## config.mk

```make
export PLATFORM = sky130hd
export DESIGN_NAME = add_arbiter_flat
export DESIGN_NICKNAME = d
export VERILOG_FILES = /design/src/rtl/add_arbiter_if.sv /design/src/rtl/add_arbiter.sv /design/src/flat_wrapper.sv
export SDC_FILE = /design/constraint.sdc
export NUM_CORES = 1
export LEC_CHECK = 0
export BUFFER_PORTS_ARGS = -buffer_cell sky130_fd_sc_hd__buf_2
export CORE_AREA = 2 2 120 122
export CTS_CLUSTER_DIAMETER = 30
export DETAILED_ROUTE_END_ITERATION = 10
export DIE_AREA = 0 0 122 124
export GPL_TIMING_DRIVEN = 1
export PLACE_DENSITY = 0.81
export SLEW_MARGIN = 25
export SYNTH_ARGS = -nofsm -noshare
export SYNTH_HDL_FRONTEND = slang
export SYNTH_SLANG_ARGS = --single-unit
```

## constraint.sdc

```tcl
create_clock -name clk -period 28.4 [get_ports clk]
set_input_delay 5.68 -clock clk [delete_from_list [all_inputs] [get_ports clk]]
set_output_delay 5.68 -clock clk [all_outputs]
set_load 0.1 [all_outputs]
```

## src/rtl/add_arbiter_if.sv

```systemverilog
// add_arbiter_if: request/operand/grant/result bundle between the ALU-side
// clients (master) and the shared-adder arbiter (slave).
// Optional chain port is present only when ADD_ARB_CHAIN_EN is defined.
interface add_arbiter_if #(
  parameter int NREQ = 4
);
  localparam int IW = $clog2(NREQ);

  logic [NREQ-1:0]    req;
  logic [NREQ*32-1:0] a;
  logic [NREQ*32-1:0] b;
  logic [NREQ-1:0]    cin;
`ifdef ADD_ARB_CHAIN_EN
  logic [NREQ-1:0]    chain;
`endif
  logic [NREQ-1:0]    gnt;
  logic               rslt_vld;
  logic [31:0]        rslt_sum;
  logic               rslt_cout;
  logic [IW-1:0]      rslt_id;

`ifdef ADD_ARB_CHAIN_EN
  modport master (
    output req, a, b, cin, chain,
    input  gnt, rslt_vld, rslt_sum, rslt_cout, rslt_id
  );
  modport slave (
    input  req, a, b, cin, chain,
    output gnt, rslt_vld, rslt_sum, rslt_cout, rslt_id
  );
`else
  modport master (
    output req, a, b, cin,
    input  gnt, rslt_vld, rslt_sum, rslt_cout, rslt_id
  );
  modport slave (
    input  req, a, b, cin,
    output gnt, rslt_vld, rslt_sum, rslt_cout, rslt_id
  );
`endif
endinterface

```

## src/rtl/add_arbiter.sv

```systemverilog
// add_arbiter: round-robin sharing of one 32-bit ripple-carry adder among
// NREQ requesters. Grant and operand capture in cycle T, add in T+1,
// tagged result on the common bus in T+2; one operation per cycle.
// Optional feature macro: ADD_ARB_CHAIN_EN (chain lock with carry forwarding
// for multi-word adds). Default build has no chain port and no lock state.
module add_arbiter #(
  parameter int NREQ = 4
) (
  input  logic         clk,
  input  logic         rst_n,
  add_arbiter_if.slave bus
);
  localparam int IW = $clog2(NREQ);

  // 32-bit ripple-carry adder; returns {cout, sum}
  function automatic logic [32:0] rca32(input logic [31:0] x,
                                        input logic [31:0] y,
                                        input logic        ci);
    logic [31:0] s;
    logic        c;
    c = ci;
    s = '0;
    for (int k = 0; k < 32; k++) begin
      s[k] = x[k] ^ y[k] ^ c;
      c    = (x[k] & y[k]) | (c & (x[k] ^ y[k]));
    end
    return {c, s};
  endfunction

  // Pointer advance with wrap at NREQ (NREQ need not be a power of two)
  function automatic logic [IW-1:0] ptr_after(input logic [IW-1:0] id);
    if (id == IW'(NREQ - 1)) return '0;
    return id + IW'(1);
  endfunction

  logic [IW-1:0]   ptr;
  logic [NREQ-1:0] gnt_c;
  logic            gnt_any;
  logic [IW-1:0]   gnt_id;
  logic            lock_hit;
  logic [IW-1:0]   lock_sel;
  logic            chain_sel;
  logic [31:0]     a_sel;
  logic [31:0]     b_sel;
  logic            cin_sel;
  logic            cin_cap;

  logic [31:0]     a_p1;
  logic [31:0]     b_p1;
  logic            cin_p1;
  logic [IW-1:0]   id_p1;
  logic            vld_p1;
  logic [32:0]     add_p1;

`ifdef ADD_ARB_CHAIN_EN
  logic            lock_vld;
  logic [IW-1:0]   lock_id;

  // A live lock only wins while its owner keeps requesting
  assign lock_hit  = lock_vld && bus.req[lock_id];
  assign lock_sel  = lock_id;
`else
  assign lock_hit  = 1'b0;
  assign lock_sel  = '0;
`endif

  // Grant search: locked owner first, otherwise first requester at/after ptr
  always_comb begin
    int            idx;
    logic [IW-1:0] idx_w;
    gnt_any = 1'b0;
    gnt_id  = '0;
    idx     = 0;
    idx_w   = '0;
    if (lock_hit) begin
      gnt_any = 1'b1;
      gnt_id  = lock_sel;
    end else begin
      for (int k = 0; k < NREQ; k++) begin
        idx = int'(ptr) + k;
        if (idx >= NREQ) idx = idx - NREQ;
        idx_w = IW'(idx);
        if (!gnt_any && bus.req[idx_w]) begin
          gnt_any = 1'b1;
          gnt_id  = idx_w;
        end
      end
    end
  end

  // One-hot grant vector and operand selection for the winner
  always_comb begin
    gnt_c     = '0;
    a_sel     = '0;
    b_sel     = '0;
    cin_sel   = 1'b0;
    chain_sel = 1'b0;
    for (int k = 0; k < NREQ; k++) begin
      if (gnt_id == IW'(k)) begin
        gnt_c[k] = gnt_any;
        a_sel    = bus.a[32*k +: 32];
        b_sel    = bus.b[32*k +: 32];
        cin_sel  = bus.cin[k];
`ifdef ADD_ARB_CHAIN_EN
        chain_sel = bus.chain[k];
`endif
      end
    end
  end

  assign bus.gnt = rst_n ? gnt_c : '0;

  // A locked grant continues the previous word, so its carry comes from the
  // op currently in stage 1 (same requester, granted last cycle).
  assign cin_cap = lock_hit ? add_p1[32] : cin_sel;

  // ---- stage 0 -> stage 1: grant, capture operands ----

  // Round-robin pointer and stage-1 valid
  always_ff @(posedge clk or negedge rst_n) begin
    if (!rst_n) begin
      ptr    <= '0;
      vld_p1 <= 1'b0;
    end else begin
      vld_p1 <= gnt_any;
      if (gnt_any && !lock_hit) ptr <= ptr_after(gnt_id);
    end
  end

`ifdef ADD_ARB_CHAIN_EN
  // Chain lock: set by a grant with chain, dropped by chain=0 or no grant
  always_ff @(posedge clk or negedge rst_n) begin
    if (!rst_n) begin
      lock_vld <= 1'b0;
      lock_id  <= '0;
    end else if (gnt_any) begin
      lock_vld <= chain_sel;
      lock_id  <= gnt_id;
    end else begin
      lock_vld <= 1'b0;
    end
  end
`endif

  // Stage-1 operand registers, loaded only on a grant
  always_ff @(posedge clk) begin
    if (gnt_any) begin
      a_p1   <= a_sel;
      b_p1   <= b_sel;
      cin_p1 <= cin_cap;
      id_p1  <= gnt_id;
    end
  end

  // ---- stage 1 -> stage 2: add, register result ----

  assign add_p1 = rca32(a_p1, b_p1, cin_p1);

  // Result bus: pulse valid per op, hold data between ops
  always_ff @(posedge clk or negedge rst_n) begin
    if (!rst_n) begin
      bus.rslt_vld  <= 1'b0;
      bus.rslt_sum  <= '0;
      bus.rslt_cout <= 1'b0;
      bus.rslt_id   <= '0;
    end else begin
      bus.rslt_vld <= vld_p1;
      if (vld_p1) begin
        bus.rslt_sum  <= add_p1[31:0];
        bus.rslt_cout <= add_p1[32];
        bus.rslt_id   <= id_p1;
      end
    end
  end
endmodule

```

## src/flat_wrapper.sv

```systemverilog
// flat-port wrapper written by rule: the top's interface ports become plain ports
module add_arbiter_flat 
#(
  parameter int NREQ = 4
)
  (clk, rst_n, bus_req, bus_a, bus_b, bus_cin, bus_gnt, bus_rslt_vld, bus_rslt_sum, bus_rslt_cout, bus_rslt_id);
  add_arbiter_if #(.NREQ(NREQ)) bus_i ();
  input  logic clk;
  input  logic rst_n;
  input wire logic [$bits(bus_i.req)-1:0] bus_req;
  input wire logic [$bits(bus_i.a)-1:0] bus_a;
  input wire logic [$bits(bus_i.b)-1:0] bus_b;
  input wire logic [$bits(bus_i.cin)-1:0] bus_cin;
  output wire logic [$bits(bus_i.gnt)-1:0] bus_gnt;
  output wire logic [$bits(bus_i.rslt_vld)-1:0] bus_rslt_vld;
  output wire logic [$bits(bus_i.rslt_sum)-1:0] bus_rslt_sum;
  output wire logic [$bits(bus_i.rslt_cout)-1:0] bus_rslt_cout;
  output wire logic [$bits(bus_i.rslt_id)-1:0] bus_rslt_id;
  assign bus_i.req = bus_req;
  assign bus_i.a = bus_a;
  assign bus_i.b = bus_b;
  assign bus_i.cin = bus_cin;
  assign bus_gnt = bus_i.gnt;
  assign bus_rslt_vld = bus_i.rslt_vld;
  assign bus_rslt_sum = bus_i.rslt_sum;
  assign bus_rslt_cout = bus_i.rslt_cout;
  assign bus_rslt_id = bus_i.rslt_id;
  add_arbiter #(.NREQ(NREQ)) u_core (.clk(clk), .rst_n(rst_n), .bus(bus_i));
endmodule
```

=== Word level (Yosys, flattened, before mapping) ===
Cells that the tools add are included.

* Bits in registers: 106
* Bits in latches: 0
* Bits in writable memories: 0
* ROM bits: 0
* Output and inout bits: 40
* Word-level logic and storage cells: 237
* Memories: 0

* $add $sub $neg: 8
* Multiply operators: 0
* Divide/modulo/power cells: 0
* Magnitude comparators: 8
* Equal/unequal tests: 3
* Shift-type cells: 0
* Mux-type cells: 41
* Bitwise logic cells: 160
* Reduce and logical (&&, ||, !) cells: 7

{| class="wikitable"
|+ Operator list
! operator !! count
|-
| $mux 32 || 8
|-
| $and 1x1->1 || 64
|-
| $xor 1x1->1 || 64
|-
| $or 1x1->1 || 32
|-
| $mux 2 || 10
|-
| $mux 1 || 18
|-
| $lt 2x3->1 const B || 4
|-
| $ge 3x3->1 const B || 3
|-
| $bmux 1 s2 || 4
|-
| $sub 2x1->2 const B || 4
|-
| $add 2x2->3 const B || 2
|-
| $eq 2x2->1 const B || 2
|-
| $mux 4 || 1
|-
| $add 2x1->3 const B || 1
|-
| $ge 2x3->1 const B || 1
|-
| $logic_and 1x1->1 || 3
|-
| $logic_not 1->1 || 3
|-
| $add 2x1->2 const B || 1
|-
| $eq 2x1->1 const B || 1
|-
| $logic_not 2->1 || 1
|}

=== Logic depth before layout (Yosys ltp) ===
Gate-level depths: netlist of the first run.

* Depth in word-level cells: 65
* Depth in mapped cells: 36

=== Worst setup path before layout of the first run ===
No wires, ideal clock.

* Path type: register -> register
* Start point: register u_core.cin_p1
* End point: register u_core.bus.rslt_sum[31]
* Library setup time: 0.079 ns
* Arrival: 14.137 ns
* Slack: 14.184 ns
* Stages on the path, launching flop included: 37
* Period minus slack after synthesis: 14.216 ns
* Path through: edfxtp_1 -> fa_1 -> inv_1 -> fa_1 -> inv_1 -> fa_1 -> fa_1 -> fa_1 -> fa_1 -> fa_1 -> fa_1 -> fa_1 -> fa_1 -> fa_1 -> fa_1 -> fa_1 -> fa_1 -> fa_1 -> fa_1 -> fa_1 -> fa_1 -> fa_1 -> fa_1 -> fa_1 -> fa_1 -> fa_1 -> fa_1 -> fa_1 -> fa_1 -> fa_1 -> fa_1 -> fa_1 -> fa_1 -> fa_1 -> inv_1 -> fa_1 -> mux2i_1

* Longest elaborated chain between the ends: 63

{| class="wikitable"
|+ Ends and longest elaborated chain
! what !! RTL line !! text
|-
| start, declared || add_arbiter.sv:50 || <nowiki>logic cin_p1;</nowiki>
|-
| start signal, assigned || add_arbiter.sv:150 || <nowiki>cin_p1 <= cin_cap;</nowiki>
|-
| $and 1x1->1 || add_arbiter.sv:25 || <nowiki>c = (x[k] & y[k]) | (c & (x[k] ^ y[k]));</nowiki>
|-
| $or 1x1->1 || add_arbiter.sv:25 ||
|-
| $and 1x1->1 || add_arbiter.sv:25 ||
|-
| $or 1x1->1 || add_arbiter.sv:25 ||
|-
| $and 1x1->1 || add_arbiter.sv:25 ||
|-
| $or 1x1->1 || add_arbiter.sv:25 ||
|-
| $and 1x1->1 || add_arbiter.sv:25 ||
|-
| $or 1x1->1 || add_arbiter.sv:25 ||
|-
| (+47 left out) || n/a ||
|-
| $or 1x1->1 || add_arbiter.sv:25 ||
|-
| $and 1x1->1 || add_arbiter.sv:25 ||
|-
| $or 1x1->1 || add_arbiter.sv:25 ||
|-
| $and 1x1->1 || add_arbiter.sv:25 ||
|-
| $or 1x1->1 || add_arbiter.sv:25 ||
|-
| $and 1x1->1 || add_arbiter.sv:25 ||
|-
| $or 1x1->1 || add_arbiter.sv:25 ||
|-
| $xor 1x1->1 || add_arbiter.sv:24 || <nowiki>s[k] = x[k] ^ y[k] ^ c;</nowiki>
|-
| end signal, assigned || add_arbiter.sv:169 || <nowiki>bus.rslt_sum <= add_p1[31:0];</nowiki>
|-
| end, declared || add_arbiter_if.sv:38 || <nowiki>output gnt, rslt_vld, rslt_sum, rslt_cout, rslt_id</nowiki>
|}

Every way passes these cells.
A chain may end at the register's enable or synchronous reset.

=== Worst setup path in the final report of the first run ===
Ends and elaborated chain as after synthesis.

==> results of run 1 <==
-- layout by cell type, fill, tap and decap left out, drive strengths merged, types with 24 or more instances in the layout --
| cell type | synthesis | layout |
|---|---|---|
| edfxtp | 67 | 67 |
| o31ai | 24 | 24 |
| o21ai | 42 | 42 |
| nor2b | 26 | 26 |
| a21oi | 84 | 84 |
| inv | 54 | 57 |
| nand2 | 65 | 65 |
| a22o | 41 | 41 |
| mux2 | 32 | 32 |
| fa | 32 | 32 |
| buf | 28 | 311 |
| a221oi | 25 | 25 |
| dfrtp | 39 | 39 |
-- worst max-delay path, delay by kind of cell (launching register included) --
kind       cells  cell delay [ps]
fa+ha+maj     32            14020
buf+inv        3              220
flops          1              400
mux            1              130
-- sequential cells by signal, indices dropped and copies added (netlist names) --
| register | cells |
|---|---|
| u_core.a_p1 | 32 |
| u_core.b_p1 | 32 |
| u_core.bus.rslt_cout | 1 |
| u_core.bus.rslt_id | 2 |
| u_core.bus.rslt_sum | 32 |
| u_core.bus.rslt_vld | 1 |
| u_core.cin_p1 | 1 |
| u_core.id_p1 | 2 |
| u_core.ptr | 2 |
| u_core.vld_p1 | 1 |
-- how the worst max path moves through the flow --
| stage | depth (start not counted) | slack, ps | startpoint | to |
|---|---|---|---|---|
| 2_1_floorplan | 36 | 14180 | u_core.cin_p1$_DFFE_PN_ | u_core.bus.rslt_sum[31]$_DFFE_PN0P_ |
| 3_3_place_gp | 36 | 13720 | u_core.cin_p1$_DFFE_PN_ | u_core.bus.rslt_sum[31]$_DFFE_PN0P_ |
| 3_5_place_dp | 36 | 13440 | u_core.cin_p1$_DFFE_PN_ | u_core.bus.rslt_sum[31]$_DFFE_PN0P_ |
| 4_1_cts | 36 | 13400 | u_core.cin_p1$_DFFE_PN_ | u_core.bus.rslt_sum[31]$_DFFE_PN0P_ |
| 5_1_grt | 36 | 13000 | u_core.cin_p1$_DFFE_PN_ | u_core.bus.rslt_sum[31]$_DFFE_PN0P_ |
| 6_report | 36 | 13570 | u_core.cin_p1$_DFFE_PN_ | u_core.bus.rslt_sum[31]$_DFFE_PN0P_ |
-- logic make-up (layout without fill, tap and decap cells) --
| logic type | after synthesis | after routing |
|---|---|---|
| adder cells (fa/ha/maj) | 36 | 36 |
| AND/OR/NAND/NOR | 102 | 102 |
| flip-flops | 106 | 106 |
| AO/OA/AOI/OAI | 221 | 221 |
| buffers and inverters | 108 | 381 |
| multiplexers | 35 | 35 |
-- layer usage --
| metal | wire length [um] | share of wire, % |
|---|---|---|
| met1 | 7114 | 40 |
| met2 | 9036 | 51 |
| met3 | 1231 | 7.0 |
| met4 | 206 | 1.2 |
| met5 | 0 | 0 |
-- metrics by stage --
stage	util [%]	hold slack, ps	cells
3_3_place_gp	58.71	460.0	1045
4_1_cts	60.88	489.0	1061
6_report	60.88	494.7	1061
2_1_floorplan	-	348.7	608
3_5_place_dp	58.71	471.0	1045
5_1_grt	60.88	499.9	1061
-- where the power goes --
part           switching (mW)  leakage [nW]  internal, mW  total (mW)
sequential             0.0398          1.19         0.271       0.310
clock                  0.0536         0.148        0.0690       0.123
combinational           0.457          2.62         0.238       0.695
-- area by class of cell --
| type | count | share of cell area [%] |
|---|---|---|
| Multi-Input combinational cell | 394 | 36.70 |
| Sequential cell | 106 | 35.78 |
| Timing Repair Buffer | 311 | 18.81 |
| Clock buffer | 9 | 2.696 |
| Tap cell | 180 | 2.696 |
| Inverter | 54 | 2.427 |
| Clock inverter | 7 | 0.8838 |
==> results.sh, run 1 <==
export IMPL_multi_input_area_mm2=0.003065
export IMPL_h_tree_depth=3
export IMPL_synth_area_mux_share_pct=6.027
export IMPL_synthAdderAreaFrac_pct=10.66
export IMPL_synth_async_sr_flop_share_pct=36.79
export IMPL_die_h_um=124
export IMPL_fmax_mhz=67.42
export IMPL_slew_headroom_pct=40.81
export IMPL_regToRegStartpoint="u_core.cin_p1$_DFFE_PN_"
export IMPL_required_ps=28660
export IMPL_synth_top_family_by_area="compound AO/OA/AOI/OAI gates"
export IMPL_antenna_found_initial=0
export IMPL_fin_tns_setup_ps=0
export IMPL_synth_edf_count=67
export IMPL_hold_path_class="flip-flop to flip-flop"
export IMPL_cts_root_buf="clkbuf_16"
export IMPL_num_rows=43
export IMPL_clk_latency_ps=340
export IMPL_ys_warn_count=0
export IMPL_synthTopCellsByArea="edfxtp_1, dfrtp_1, fa_1"
export IMPL_synth_seq_cells=106
export IMPL_grt_pass1_vias=5291
export IMPL_hold_depth=1
export IMPL_r2r_cells=36
export IMPL_max_cap_violations=0
export IMPL_crit_path_end_kind="flip-flop"
export IMPL_final_area_mm2=0.008353
export IMPL_grt_use_met3_pct=3.297
export IMPL_regArea_mm2=0.002989
export IMPL_synth_nets=910
export IMPL_grt_ovfl_total=0
export IMPL_yosys_top_cells_count="a21oi_1, edfxtp_1, nand2_1"
export IMPL_dieArea_mm2=0.01513
export IMPL_pre_cts_slack_ps=13440
export IMPL_leakage_nw=3.960
export IMPL_hold_path_end="u_core.bus.rslt_id[1]$_DFFE_PN0P_"
export IMPL_dp_hpwl_um=13230
export IMPL_synth_xor_area_share_pct=0
export IMPL_post_route_min_period_ps=14830
export IMPL_finalWirelength_um=17590
export IMPL_slowest_delay_ps=510
export IMPL_reg2reg_to="u_core.bus.rslt_sum[31]$_DFFE_PN0P_"
export IMPL_crit_fanout=1
export IMPL_clkSinkCount=106
export IMPL_synth_most_common_cell="a21oi_1"
export IMPL_grt_use_total_pct=22.72
export IMPL_dr_pass1_iters=7
export IMPL_die_w_um=122
export IMPL_globalplace_congestion=0.8321
export IMPL_clkTransAtPathRegs_ps=80
export IMPL_numCtsBuffers=9
export IMPL_min_period_over_period_pct=52.22
export IMPL_drive_gt1_share_pct=42.22
export IMPL_worstHoldStart="u_core.id_p1[1]$_DFFE_PN_"
export IMPL_status="finished, final reports clean"
export IMPL_coreArea_mm2=0.01372
export IMPL_rsz0062_at_grt="no"
export IMPL_yosysSeqAreaShare_pct=46.13
export IMPL_fillers=1211
export IMPL_drc_errors=0
export IMPL_yosys_area_share_simple_pct=7.379
export IMPL_io_buffers=305
export IMPL_met1_usage_pct=27.68
export IMPL_power_density_mw_per_mm2=135.0
export IMPL_grt_busiest_layer="met2"
export IMPL_layout_nets=1178
export IMPL_io_pins=306
export IMPL_avgSynthCellArea_um2=10.65
export IMPL_placed_cell_area_mm2=0.008054
export IMPL_cp_common_cell="fa_1"
export IMPL_crit_path_top_delay_cell="fa_1"
export IMPL_setup_violations_final=0
export IMPL_worst_slack_ps=13570
export IMPL_path_class="flip-flop to flip-flop"
export IMPL_worstMarginPinSlew_ps=887.9
export IMPL_clockBufferDepth=2
export IMPL_slew_viol_final=0
export IMPL_grt_max_degree=89
export IMPL_synth_compound_area_share_pct=22.64
export IMPL_synthFlopType="edfxtp_1"
export IMPL_ant_nets=0
export IMPL_ir_drop_mv=0.05636
export IMPL_drt_initial_drc_count=332
export IMPL_initial_core_util_pct=47.21
export IMPL_skew_ps=16.59
export IMPL_post_cts_buffers=0
export IMPL_vias=5631
export IMPL_grt_pass1_wl_um=26190
export IMPL_crit_path_start_kind="flip-flop"
export IMPL_hold_violations=0
export IMPL_netlist_instances=608
export IMPL_hold_buffers=0
export IMPL_cp_arrival_ps=15090
export IMPL_viasPerCell=5.307
export IMPL_synth_cell_types=31
export IMPL_area_delta_synth_final_pct=28.95
export IMPL_synth_top_area_cell="edfxtp_1"
export IMPL_diodes=0
export IMPL_netlist_area_mm2=0.006477
export IMPL_p_total_mw=1.128
export IMPL_post_drt_wl_per_cell_um=16.58
export IMPL_cts_tree="done"
export IMPL_yosysTopAreaCellShare_pct=31.06
export IMPL_rrSetupSlack_ps=13570
export IMPL_cts_resized=0
export IMPL_use_met2_pct=42.00
Power figures use the tool's default switching activity.
==> run 2, diff against run 1 <==
--- a/config.mk
+++ b/config.mk
@@ -6,10 +6,9 @@
 export NUM_CORES = 1
 export LEC_CHECK = 0
 export BUFFER_PORTS_ARGS = -buffer_cell sky130_fd_sc_hd__buf_2
-export CORE_AREA = 2 2 120 122
+export CORE_UTILIZATION = 47
 export CTS_CLUSTER_DIAMETER = 30
 export DETAILED_ROUTE_END_ITERATION = 10
-export DIE_AREA = 0 0 122 124
 export GPL_TIMING_DRIVEN = 1
 export PLACE_DENSITY = 0.81
 export SLEW_MARGIN = 25
==> constraint.sdc (replaced) <==
create_clock -name clk -period 15.1 [get_ports clk]
set_input_delay 3.02 -clock clk [delete_from_list [all_inputs] [get_ports clk]]
set_output_delay 3.02 -clock clk [all_outputs]
set_load 0.1 [all_outputs]
==> results.sh, run 2 (synthesis results as in run 1) <==
export IMPL_io_pins=306
export IMPL_path_class="flip-flop to flip-flop"
export IMPL_viasPerCell=5.375
export IMPL_initial_core_util_pct=48.53
export IMPL_vias=5687
export IMPL_min_period_over_period_pct=96.81
export IMPL_drive_gt1_share_pct=42.27
export IMPL_setup_violations_final=0
export IMPL_crit_path_top_delay_cell="fa_1"
export IMPL_grt_use_total_pct=24.75
export IMPL_placed_cell_area_mm2=0.008041
export IMPL_dp_hpwl_um=12770
export IMPL_rsz0062_at_grt="no"
export IMPL_die_h_um=119.4
export IMPL_cp_common_cell="fa_1"
export IMPL_cts_tree="done"
export IMPL_slowest_delay_ps=480
export IMPL_clkSinkCount=106
export IMPL_power_density_mw_per_mm2=255.0
export IMPL_skew_ps=6.114
export IMPL_final_area_mm2=0.008389
export IMPL_grt_pass1_vias=5303
export IMPL_regArea_mm2=0.002989
export IMPL_status="finished, final reports clean"
export IMPL_slew_headroom_pct=37.44
export IMPL_hold_path_class="flip-flop to flip-flop"
export IMPL_clk_latency_ps=350
export IMPL_post_route_min_period_ps=14620
export IMPL_coreArea_mm2=0.01335
export IMPL_die_w_um=119.4
export IMPL_area_delta_synth_final_pct=29.52
export IMPL_post_cts_buffers=0
export IMPL_drt_initial_drc_count=341
export IMPL_worstMarginPinSlew_ps=938.4
export IMPL_largestRegisters="u_core.a_p1 x32, u_core.b_p1 x32, u_core.bus.rslt_sum x32"
export IMPL_hold_violations=0
export IMPL_fillers=1081
export IMPL_mostFrequentLayoutCells="buf_2, a21oi_1, edfxtp_1, nand2_1, inv_1"
export IMPL_required_ps=15360
export IMPL_dieArea_mm2=0.01426
export IMPL_hold_buffers=0
export IMPL_leakage_nw=3.965
export IMPL_h_tree_depth=3
export IMPL_crit_path_start_kind="flip-flop"
export IMPL_slew_viol_final=0
export IMPL_ant_nets=0
export IMPL_max_cap_violations=0
export IMPL_cp_arrival_ps=14880
export IMPL_io_buffers=305
export IMPL_grt_max_degree=87
export IMPL_ir_drop_mv=0.1015
export IMPL_finalWirelength_um=17620
export IMPL_grt_ovfl_total=0
export IMPL_fin_tns_setup_ps=0
export IMPL_multi_input_area_mm2=0.003073
export IMPL_crit_path_end_kind="flip-flop"
export IMPL_drc_errors=0
export IMPL_clkTransAtPathRegs_ps=70
export IMPL_globalplace_congestion=0.7900
export IMPL_grt_pass1_wl_um=26610
export IMPL_num_rows=42
export IMPL_final_common_cell="buf_2"
export IMPL_crit_fanout=1
export IMPL_cts_root_buf="clkbuf_16"
export IMPL_dr_pass1_iters=5
export IMPL_layout_nets=1177
export IMPL_numCtsBuffers=9
export IMPL_post_drt_wl_per_cell_um=16.65
export IMPL_fmax_mhz=68.41
export IMPL_antenna_found_initial=2
export IMPL_clockBufferDepth=2
-- run 2: changes by cell type in the layout (fill, tap and decap cells not counted), moves of 2 or more --
cell and change:
fa_2 +3, bufinv_16 +2, diode_2 +2, inv_6 -3, fa_1 -3
-- run 2: path summary, 6_finish.rpt --
| kind | cells past startpoint | end | slack (ps) | from |
|---|---|---|---|---|
| setup / recovery | 36 | u_core.bus.rslt_sum[31]$_DFFE_PN0P_ | 480 | u_core.cin_p1$_DFFE_PN_ |
| hold / removal | 1 | u_core.bus.rslt_id[0]$_DFFE_PN0P_ | 480 | u_core.id_p1[0]$_DFFE_PN_ |
| setup reg to reg | 36 | u_core.bus.rslt_sum[31]$_DFFE_PN0P_ | 480 | u_core.cin_p1$_DFFE_PN_ |
| hold reg to reg | 1 | u_core.bus.rslt_id[0]$_DFFE_PN0P_ | 480 | u_core.id_p1[0]$_DFFE_PN_ |
| max in group asynchronous | 2 | u_core.vld_p1$_DFF_PN0_ | 11900 | rst_n |
| min in group asynchronous | 2 | u_core.bus.rslt_sum[28]$_DFFE_PN0P_ | 2760 | rst_n |
-- run 2: timing repair --
action                                 in CTS  in global routing
endpoints found under the hold margin       0                  0
setup endpoints to repair                   0                  1
resized for setup                           0                  3
-- run 2: cell type report --
cell class,instances,share of cell area (%)
clock inverters,6,1.268
multi-input cells,394,36.63
inverters,54,2.416
repair buffers,310,18.64
well taps,176,2.625
clock buffers,10,2.729
flip-flops and latches,106,35.63
diodes,2,0.05966
-- run 2: power by group --
| group | switching (mW) | internal (mW) | total, mW |
|---|---|---|---|
| registers | 0.0766 | 0.509 | 0.586 |
| logic | 0.849 | 0.444 | 1.29 |
| clock network | 0.0991 | 0.161 | 0.260 |
| total | 1.02 | 1.11 | 2.14 |
-- run 2: critical path: cells and delay by family (launching register included) --
family / cells / cell delay, ps
adder cells (fa/ha/maj): 32 / 13760
flip-flops: 1 / 410
buffers and inverters: 3 / 210
multiplexers: 1 / 140
-- run 2: layer usage --
metal | GRT usage, % | wire (um)
met1 | 31.36 | 7460
met3 | 5.987 | 1240
met2 | 42.59 | 8681
met5 | 0 | 0
met4 | 6.094 | 238
-- run 2: stage by stage --
step	setup WS, ps	utilization [%]	hold WS [ps]	cells	power [mW]
2_1_floorplan	883.7	-	348.7	608	1.598
3_5_place_dp	194.8	60.25	471.0	1040	1.884
4_1_cts	162.9	62.76	486.2	1056	2.152
3_3_place_gp	403.6	60.25	463.0	1040	1.841
6_report	481.6	62.85	481.3	1058	2.139
5_1_grt	10.95	62.83	511.5	1057	2.298
==> run 3, diff against run 2 <==
--- a/config.mk
+++ b/config.mk
@@ -5,12 +5,12 @@
 export SDC_FILE = /design/constraint.sdc
 export NUM_CORES = 1
 export LEC_CHECK = 0
-export BUFFER_PORTS_ARGS = -buffer_cell sky130_fd_sc_hd__buf_2
-export CORE_UTILIZATION = 47
+export CORE_AREA = 2 2 120 122
 export CTS_CLUSTER_DIAMETER = 30
 export DETAILED_ROUTE_END_ITERATION = 10
+export DIE_AREA = 0 0 122 124
+export DONT_BUFFER_PORTS = 1
 export GPL_TIMING_DRIVEN = 1
-export PLACE_DENSITY = 0.81
 export SLEW_MARGIN = 25
 export SYNTH_ARGS = -nofsm -noshare
 export SYNTH_HDL_FRONTEND = slang
==> results.sh, run 3 (synthesis results as in run 1) <==
export IMPL_status="finished, final reports clean"
export IMPL_path_class="flip-flop to flip-flop"
export IMPL_ir_drop_mv=0.09667
export IMPL_io_buffers=0
export IMPL_min_period_over_period_pct=96.36
export IMPL_cp_arrival_ps=14820
export IMPL_crit_path_start_kind="flip-flop"
export IMPL_cp_common_cell="fa_1"
export IMPL_worstMarginPinSlew_ps=1047
export IMPL_post_drt_wl_per_cell_um=21.12
export IMPL_crit_path_top_delay_cell="fa_1"
export IMPL_hold_slack_ps=480.9
export IMPL_power_density_mw_per_mm2=294.2
export IMPL_viasPerCell=5.984
export IMPL_startpoint="u_core.cin_p1$_DFFE_PN_"
export IMPL_crit_path_end_kind="flip-flop"
export IMPL_crit_fanout=1
export IMPL_rsz0062_at_grt="no"
export IMPL_grt_pass1_wl_um=22650
export IMPL_multi_input_area_mm2=0.003073
export IMPL_r2r_cells=36
export IMPL_globalplace_congestion=0.7446
export IMPL_grt_use_total_pct=20.20
export IMPL_die_h_um=124
export IMPL_antenna_found_initial=0
export IMPL_skew_ps=8.828
export IMPL_clk_latency_ps=340
export IMPL_regArea_mm2=0.002989
export IMPL_coreArea_mm2=0.01372
export IMPL_fillers=1252
export IMPL_slowest_delay_ps=480
export IMPL_slew_viol_final=0
export IMPL_required_ps=15370
export IMPL_grt_ovfl_total=0
export IMPL_clkSinkCount=106
export IMPL_numCtsBuffers=9
export IMPL_hold_path_class="flip-flop to flip-flop"
export IMPL_clockBufferDepth=2
export IMPL_max_cap_violations=0
export IMPL_fmax_mhz=68.73
export IMPL_post_route_min_period_ps=14550
export IMPL_setup_violations_final=0
export IMPL_dieArea_mm2=0.01513
export IMPL_dp_hpwl_um=11750
export IMPL_drive_gt1_share_pct=11.30
export IMPL_ant_nets=0
export IMPL_io_pins=306
export IMPL_h_tree_depth=3
export IMPL_mostFrequentLayoutCells="a21oi_1, edfxtp_1, nand2_1, inv_1, o21ai_0"
export IMPL_grt_pass1_vias=4289
export IMPL_largestRegisters="u_core.a_p1 x32, u_core.b_p1 x32, u_core.bus.rslt_sum x32"
export IMPL_finalWirelength_um=15940
export IMPL_dr_pass1_iters=4
export IMPL_vias=4518
export IMPL_regToRegStartpoint="u_core.cin_p1$_DFFE_PN_"
export IMPL_final_common_cell="a21oi_1"
export IMPL_fin_tns_setup_ps=0
export IMPL_grt_max_degree=108
export IMPL_num_rows=43
export IMPL_area_delta_synth_final_pct=4.964
export IMPL_hold_violations=0
export IMPL_clkTransAtPathRegs_ps=70
export IMPL_leakage_nw=2.728
export IMPL_layout_nets=872
export IMPL_post_cts_buffers=0
export IMPL_drc_errors=0
export IMPL_diodes=0
export IMPL_cts_tree="done"
export IMPL_initial_core_util_pct=47.21
export IMPL_worstHoldStart="u_core.id_p1[1]$_DFFE_PN_"
export IMPL_drt_initial_drc_count=229
export IMPL_cts_root_buf="clkbuf_16"
export IMPL_hold_depth=1
export IMPL_slew_headroom_pct=30.46
export IMPL_die_w_um=122
[run 3: cell types whose count changed in the layout (fill, tap and decap cells not counted)]
cell	delta
diode_2	-2
clkbuf_8	+2
clkinv_1	-2
buf_2	-305
clkbuf_1	+4
clkinv_4	-1
bufinv_16	-3
[run 3: critical path, delay by kind of cell (launching register included)]
kind	cells	cell delay, ps
muxes	1	130
DFF	1	400
adders and majority gates	32	13710
buffers and inverters	3	210
[run 3: metal layers]
layer / up-vias / track usage (%) / share of wire, %
met5: - / 0 / 0
met4: 0 / 8.836 / 2.4
met3: 23 / 4.396 / 7.6
met2: 233 / 34.22 / 49
met1: 2159 / 25.00 / 41
li1: 2103 / - / -
[run 3: path summary, 6_finish.rpt]
kind	endpoint	slack [ps]
max	u_core.bus.rslt_sum[31]$_DFFE_PN0P_	550
min	u_core.bus.rslt_id[1]$_DFFE_PN0P_	480
max reg2reg	u_core.bus.rslt_sum[31]$_DFFE_PN0P_	550
min reg2reg	u_core.bus.rslt_id[1]$_DFFE_PN0P_	480
max in group asynchronous	u_core.vld_p1$_DFF_PN0_	12640
min in group asynchronous	u_core.bus.rslt_sum[17]$_DFFE_PN0P_	2360
[run 3: area by class of cell]
cell class / instances / share of cell area [%]
Sequential cell: 106 / 43.96
Multi-Input combinational cell: 394 / 45.20
Clock buffer: 16 / 3.993
Tap cell: 180 / 3.312
Timing Repair Buffer: 5 / 0.5521
Inverter: 54 / 2.981
[run 3: report_power, final]
group	total (mW)	internal [mW]	switching, mW
Clock	0.216	0.121	0.0951
Sequential	0.949	0.501	0.449
Combinational	0.834	0.384	0.450
Total	2.00	1.01	0.994
[run 3: stage by stage]
step           power, mW  worst slack [ps]  cells  instance area (um2)  util [%]
6_report           2.000             549.8    755                 6799     49.56
5_1_grt            2.144             40.81    755                 6799     49.56
4_1_cts            2.019             214.7    755                 6792     49.50
3_5_place_dp       1.798             251.3    739                 6520     47.52
3_3_place_gp       1.754             383.0    739                 6520     47.52
2_1_floorplan      1.598             883.7    608                 6477         -
[run 3: what timing repair did]
action	CTS	global route
hold buffers	0	0
resized for setup	0	3
endpoints found under the setup margin	0	1
